File: src/rtl/fpaddsub_pipe.sv
// rtl/fpaddsub_pipe.sv - three-stage pipelined floating-point add/sub with RNE rounding,
// special-value handling, exception flags and global-stall valid/ready flow control.
module fpaddsub_pipe #(
   parameter int EXP_W = 5,
   parameter int MAN_W = 10
) (
   input  logic                   CLK,
   input  logic                   RST,
   input  logic                   in_valid,
   output logic                   in_ready,
   input  logic [EXP_W+MAN_W:0]   a,
   input  logic [EXP_W+MAN_W:0]   b,
   input  logic                   op_sub,
   output logic                   out_valid,
   input  logic                   out_ready,
   output logic [EXP_W+MAN_W:0]   result,
   output logic                   overflow,
   output logic                   underflow,
   output logic                   invalid
);
   localparam int W = 1 + EXP_W + MAN_W;
   localparam int M = MAN_W + 4;
   localparam logic [EXP_W-1:0] EXP_ONES = '1;

   logic advance;
   assign advance  = !out_valid || out_ready;
   assign in_ready = advance;

   // ---------------- stage 1: unpack, classify, swap, align ----------------
   logic                 a_s, b_s, x_s, y_s, swap;
   logic [EXP_W-1:0]     a_e, b_e, x_e, y_e, x_ee, y_ee, diff;
   logic [MAN_W-1:0]     a_f, b_f, x_f, y_f;
   logic [M-1:0]         x_m, y_full, y_al;
   logic [2*M-1:0]       ext;
   logic [31:0]          sh_amt;
   logic                 a_nan, b_nan, a_inf, b_inf, nan_c, inf_c, inf_s_c;

   always_comb begin
      a_s = a[W-1];
      a_e = a[W-2:MAN_W];
      a_f = a[MAN_W-1:0];
      b_s = b[W-1] ^ op_sub;
      b_e = b[W-2:MAN_W];
      b_f = b[MAN_W-1:0];
      swap = {b_e, b_f} > {a_e, a_f};
      x_s = swap ? b_s : a_s;
      x_e = swap ? b_e : a_e;
      x_f = swap ? b_f : a_f;
      y_s = swap ? a_s : b_s;
      y_e = swap ? a_e : b_e;
      y_f = swap ? a_f : b_f;
      x_ee = (x_e == '0) ? EXP_W'(1) : x_e;
      y_ee = (y_e == '0) ? EXP_W'(1) : y_e;
      diff = x_ee - y_ee;
      x_m    = {(x_e != '0), x_f, 3'b000};
      y_full = {(y_e != '0), y_f, 3'b000};
      // Capping at M still pushes every bit into the low half, so sticky stays exact.
      sh_amt = (32'(diff) > 32'(M)) ? 32'(M) : 32'(diff);
      ext    = {y_full, {M{1'b0}}} >> sh_amt;
      y_al   = {ext[2*M-1:M+1], ext[M] | (|ext[M-1:0])};
      a_nan = (a_e == EXP_ONES) && (a_f != '0);
      b_nan = (b_e == EXP_ONES) && (b_f != '0);
      a_inf = (a_e == EXP_ONES) && (a_f == '0);
      b_inf = (b_e == EXP_ONES) && (b_f == '0);
      nan_c   = a_nan || b_nan || (a_inf && b_inf && (a_s != b_s));
      inf_c   = a_inf || b_inf;
      inf_s_c = a_inf ? a_s : b_s;
   end

   logic                 s1_valid, s1_xs, s1_ys, s1_nan, s1_inf, s1_inf_s;
   logic [EXP_W-1:0]     s1_e;
   logic [M-1:0]         s1_xm, s1_ym;

   always_ff @(posedge CLK) begin
      if (RST)
         s1_valid <= 1'b0;
      else if (advance)
         s1_valid <= in_valid;
   end

   always_ff @(posedge CLK) begin
      if (advance) begin
         s1_xm    <= x_m;
         s1_ym    <= y_al;
         s1_e     <= x_ee;
         s1_xs    <= x_s;
         s1_ys    <= y_s;
         s1_nan   <= nan_c;
         s1_inf   <= inf_c;
         s1_inf_s <= inf_s_c;
      end
   end

   // ---------------- stage 2: add or subtract magnitudes ----------------
   logic [M:0] sum_c;
   logic       sign_c;

   always_comb begin
      if (s1_xs != s1_ys)
         sum_c = {1'b0, s1_xm} - {1'b0, s1_ym};
      else
         sum_c = {1'b0, s1_xm} + {1'b0, s1_ym};
      sign_c = ((s1_xs != s1_ys) && (sum_c == '0)) ? 1'b0 : s1_xs;
   end

   logic                 s2_valid, s2_s, s2_nan, s2_inf, s2_inf_s;
   logic [EXP_W-1:0]     s2_e;
   logic [M:0]           s2_sum;

   always_ff @(posedge CLK) begin
      if (RST)
         s2_valid <= 1'b0;
      else if (advance)
         s2_valid <= s1_valid;
   end

   always_ff @(posedge CLK) begin
      if (advance) begin
         s2_sum   <= sum_c;
         s2_e     <= s1_e;
         s2_s     <= sign_c;
         s2_nan   <= s1_nan;
         s2_inf   <= s1_inf;
         s2_inf_s <= s1_inf_s;
      end
   end

   // ---------------- stage 3: normalise, round, pack ----------------
   logic [M-1:0]         n_m;
   logic [EXP_W+1:0]     n_e, f_e;
   logic [MAN_W+1:0]     mant;
   logic [MAN_W-1:0]     f_frac;
   logic                 g, rs, rnd, inexact;
   logic [W-1:0]         res_c;
   logic                 ovf_c, unf_c, inv_c;
   int                   lz, sh;

   always_comb begin
      lz = M;
      sh = 0;
      for (int i = 0; i < M; i++)
         if (s2_sum[i]) lz = M - 1 - i;
      if (s2_sum[M]) begin
         n_m = {s2_sum[M:2], s2_sum[1] | s2_sum[0]};
         n_e = {2'b00, s2_e} + (EXP_W+2)'(1);
      end else begin
         // Never normalise below exponent 1; what remains is a subnormal.
         sh  = (lz < int'(s2_e) - 1) ? lz : int'(s2_e) - 1;
         n_m = s2_sum[M-1:0] << sh;
         n_e = {2'b00, s2_e} - (EXP_W+2)'(sh);
      end
      g       = n_m[2];
      rs      = n_m[1] | n_m[0];
      rnd     = g & (rs | n_m[3]);
      inexact = g | rs;
      mant    = {1'b0, n_m[M-1:3]} + (MAN_W+2)'(rnd);
      if (mant[MAN_W+1]) begin
         f_e    = n_e + (EXP_W+2)'(1);
         f_frac = mant[MAN_W:1];
      end else begin
         f_e    = mant[MAN_W] ? n_e : '0;
         f_frac = mant[MAN_W-1:0];
      end
      ovf_c = 1'b0;
      unf_c = 1'b0;
      inv_c = 1'b0;
      if (s2_nan) begin
         res_c = {1'b0, EXP_ONES, 1'b1, {(MAN_W-1){1'b0}}};
         inv_c = 1'b1;
      end else if (s2_inf) begin
         res_c = {s2_inf_s, EXP_ONES, {MAN_W{1'b0}}};
      end else if (f_e >= {2'b00, EXP_ONES}) begin
         res_c = {s2_s, EXP_ONES, {MAN_W{1'b0}}};
         ovf_c = 1'b1;
      end else begin
         res_c = {s2_s, f_e[EXP_W-1:0], f_frac};
         unf_c = (f_e == '0) && inexact;
      end
   end

   always_ff @(posedge CLK) begin
      if (RST) begin
         out_valid <= 1'b0;
         result    <= '0;
         overflow  <= 1'b0;
         underflow <= 1'b0;
         invalid   <= 1'b0;
      end else if (advance) begin
         out_valid <= s2_valid;
         overflow  <= s2_valid && ovf_c;
         underflow <= s2_valid && unf_c;
         invalid   <= s2_valid && inv_c;
         if (s2_valid)
            result <= res_c;
      end
   end
endmodule

File: config.mk
export PLATFORM = sky130hd
export DESIGN_NAME = fpaddsub_pipe
export DESIGN_NICKNAME = d
export VERILOG_FILES = /design/src/rtl/fpaddsub_pipe.sv
export SDC_FILE = /design/constraint.sdc
export NUM_CORES = 1
export LEC_CHECK = 0
export ABC_AREA = 1
export BUFFER_PORTS_ARGS = -buffer_cell sky130_fd_sc_hd__clkbuf_2
export CAP_MARGIN = 10
export CORE_MARGIN = 3
export CORE_UTILIZATION = 35
export DETAILED_ROUTE_END_ITERATION = 10
export PLACE_DENSITY = 0.53
export SYNTH_ARGS = -nofsm -noshare
export SYNTH_HDL_FRONTEND = slang
export SYNTH_SLANG_ARGS = --single-unit
File: constraint.sdc
create_clock -name CLK -period 6.3 [get_ports CLK]
set_input_delay 1.26 -clock CLK [delete_from_list [all_inputs] [get_ports CLK]]
set_output_delay 1.26 -clock CLK [all_outputs]
set_load 0.1 [all_outputs]
==> impl_metrics.toml <==
[outcome]
status = "completed"

[timing]
hold_viol_final = 0
setup_viol = 0
finalMaxSlewViolations = 0
fin_crit_sh_pct = 91.2
slew_headroom_pct = 48.3
tightest_slew_ns = 0.776
finalSetupTns_ns = 0
timing.final.ws_setup_ns = 0.555
hold_ws_ns = 0.420
period_needed_ns = 5.74
fin_skew_ns = 0.00894
max_freq_ghz = 0.174

[cts]
clkLatencyLatePin_ns = 0.35
cts_max_level = 3
clk_path_buf_depth = 2
clockRootBuffer = "clkbuf_16"
path_clk_slew_ns = 0.06
cts_buffers = 9
clock-sinks = 81
cts_tree = "yes"

[final_layout]
final_util_pct = 40.7
area_delta_synth_final_pct = 13.3
fin_area_um2 = 8280
fin_cells = 1373
num_antenna_cells = 0
layout_common_cells = "nand2_1 (260), inv_1 (134), nand3_1 (88)"
final_common_cell = "nand2_1"
drive_gt1_share_pct = 13.9
fillers = 2188
final_nets = 1192

[yosys]
syn-instance-count = 1035
synth_ff_type = "edfxtp_1"
synth_edf_count = 59
synth-compound-area-share_pct = 15.2
yosys.area_share.xor_xnor_pct = 3.72
syn_avg_cell_area_um2 = 7.06
ys_ff_latch = 81
synthMuxAreaShare_pct = 1.23
yosysSeqAreaShare_pct = 30.3
synth.distinct_cells = 57
synth_top_family_by_area = "simple AND/OR/NAND/NOR gates"
async_reset_ff_share_pct = 0
synth_area_um2 = 7310
ys_warn_count = 0
synth-simple-area-share_pct = 30.2
yosys.area_share.adder_pct = 10.1
syn_nets = 1129

[pwr]
vdd_drop_max_mv = 0.144
powerDensity_nw_per_um2 = 476
total_power_mw = 3.94
p_leak_nw = 3.95

[placement]
dp.cells = 1354
placed_area_um2 = 7940
post-place-ws_ns = -0.109
port_buffers = 57
dp_hpwl_um = 14800
gp_congestion = 0.868

[global_route]
grt_start_max_net_pins = 39
antenna_found_initial = 0
grtUsageTotal_pct = 16.6
grt_pass1_vias = 6247
grt-ovfl-total = 0
grt_pass1_wl_um = 30400

[routing]
detail-route-antenna-nets = 0
wl_per_cell_um = 13.3
drcViolationCount = 0
dr.pass1.iters = 4
routed_via_density = 4.89
vias = 6720
drt_iter0_markers = 364
drt_wl_total_um = 18200

[critical_path]
crit_required_ns = 6.37
worstSetupEndpointType = "register"
path_class = "in -> reg"
crit_fanout = 20
cp_data_arrival_time_ns = 5.81
start_kind = "primary input"
critPathMaxStageDelay_ns = 0.27
cp_slowest_cell = "ha_1"

[die]
dieArea_um2 = 22600
rows = 52
initial_core_util_pct = 35.9
io_pins = 58
core-area_um2 = 20400
die-width_um = 150
die_h_um = 150

[hold_path]
hp-class = "reg -> reg"

[flow_run]
maxCapViolations = 0
-- area by class of cell --
type	instances	area, um2	area share [%]
clock buffer	9	225	2.72
clock inverter	7	53.8	0.650
multi-input combinational	785	4450	53.8
timing repair buffer	77	452	5.45
sequential	81	2210	26.7
inverter	144	546	6.59
tap	270	338	4.08
-- final timing paths --
path         startpoint         to  slack (ns)  cells past startpoint
min             s1_e[1]    s2_e[1]        0.42                      0
max reg2reg   s2_sum[5]  result[1]        1.08                     29
max                a[1]   s1_ym[0]        0.56                     38
min reg2reg     s1_e[1]    s2_e[1]        0.42                      0
-- state kept, by name (all words and copies together), names as in the netlist, 5 cells and up --
register  count
s2_sum       15
s1_e          5
s1_ym        14
s1_xm        11
result       16
s2_e          5
-- power breakdown --
part | total (mW) | internal (mW) | switching (mW)
logic | 2.57 | 0.858 | 1.71
registers | 0.873 | 0.748 | 0.125
clock network | 0.493 | 0.271 | 0.223
-- synth_stat cells (4+ instances only) --
| cell | instances | area, um2 |
|---|---|---|
| dfxtp_1 | 22 | 440 |
| nand2_2 | 16 | 100 |
| o21ai_1 | 5 | 25.0 |
| nor2_1 | 65 | 244 |
| edfxtp_1 | 59 | 1770 |
| nand2_1 | 261 | 980 |
| o211ai_1 | 6 | 45.0 |
| nor4_1 | 7 | 43.8 |
| xor2_1 | 19 | 166 |
| o21ai_0 | 88 | 440 |
| clkbuf_1 | 18 | 67.6 |
| inv_2 | 6 | 22.5 |
| xnor2_1 | 12 | 105 |
| nand2_4 | 7 | 78.8 |
| nand4_1 | 10 | 62.6 |
| o31ai_1 | 5 | 37.5 |
| nand3_1 | 88 | 440 |
| nor3_1 | 16 | 80.1 |
| ha_1 | 54 | 676 |
| inv_1 | 136 | 510 |
| nor2_2 | 7 | 43.8 |
| buf_6 | 4 | 45.0 |
| o21bai_1 | 5 | 37.5 |
| mux2i_1 | 9 | 90.1 |
| a21oi_1 | 63 | 315 |
-- kinds of logic (layout without fill, tap and decap cells) --
| family | count (synthesis) | count (layout) |
|---|---|---|
| compound gates | 196 | 196 |
| xor+xnor | 31 | 31 |
| fa+ha+maj | 57 | 57 |
| buf+inv | 169 | 237 |
| flops | 81 | 81 |
| mux | 9 | 9 |
| simple gates | 492 | 492 |
-- what timing repair did --
item                                    4_1_cts  5_1_grt
hold buffers                                  0        0
endpoints found under the setup margin        0        6
setup buffers                                 0        3
gates resized for setup                       0       23
-- critical path, delay by kind of cell --
kind            cells  cell delay [ns]
mux                 1             0.26
compound gates     11             1.30
xor+xnor            1             0.15
fa+ha+maj           3             0.66
buf+inv             8             0.69
simple gates       14             1.51
-- routing by layer --
metal	vias to the layer above	share of wire [%]	wire, um	global-route usage, %
met3	16	3.6	653	2.80
met4	0	1.3	238	3.93
met5	-	0	0	0
li1	3592	-	-	-
met1	2987	49	8980	23.4
met2	125	46	8330	26.5
(Power assumes the default switching activity.)
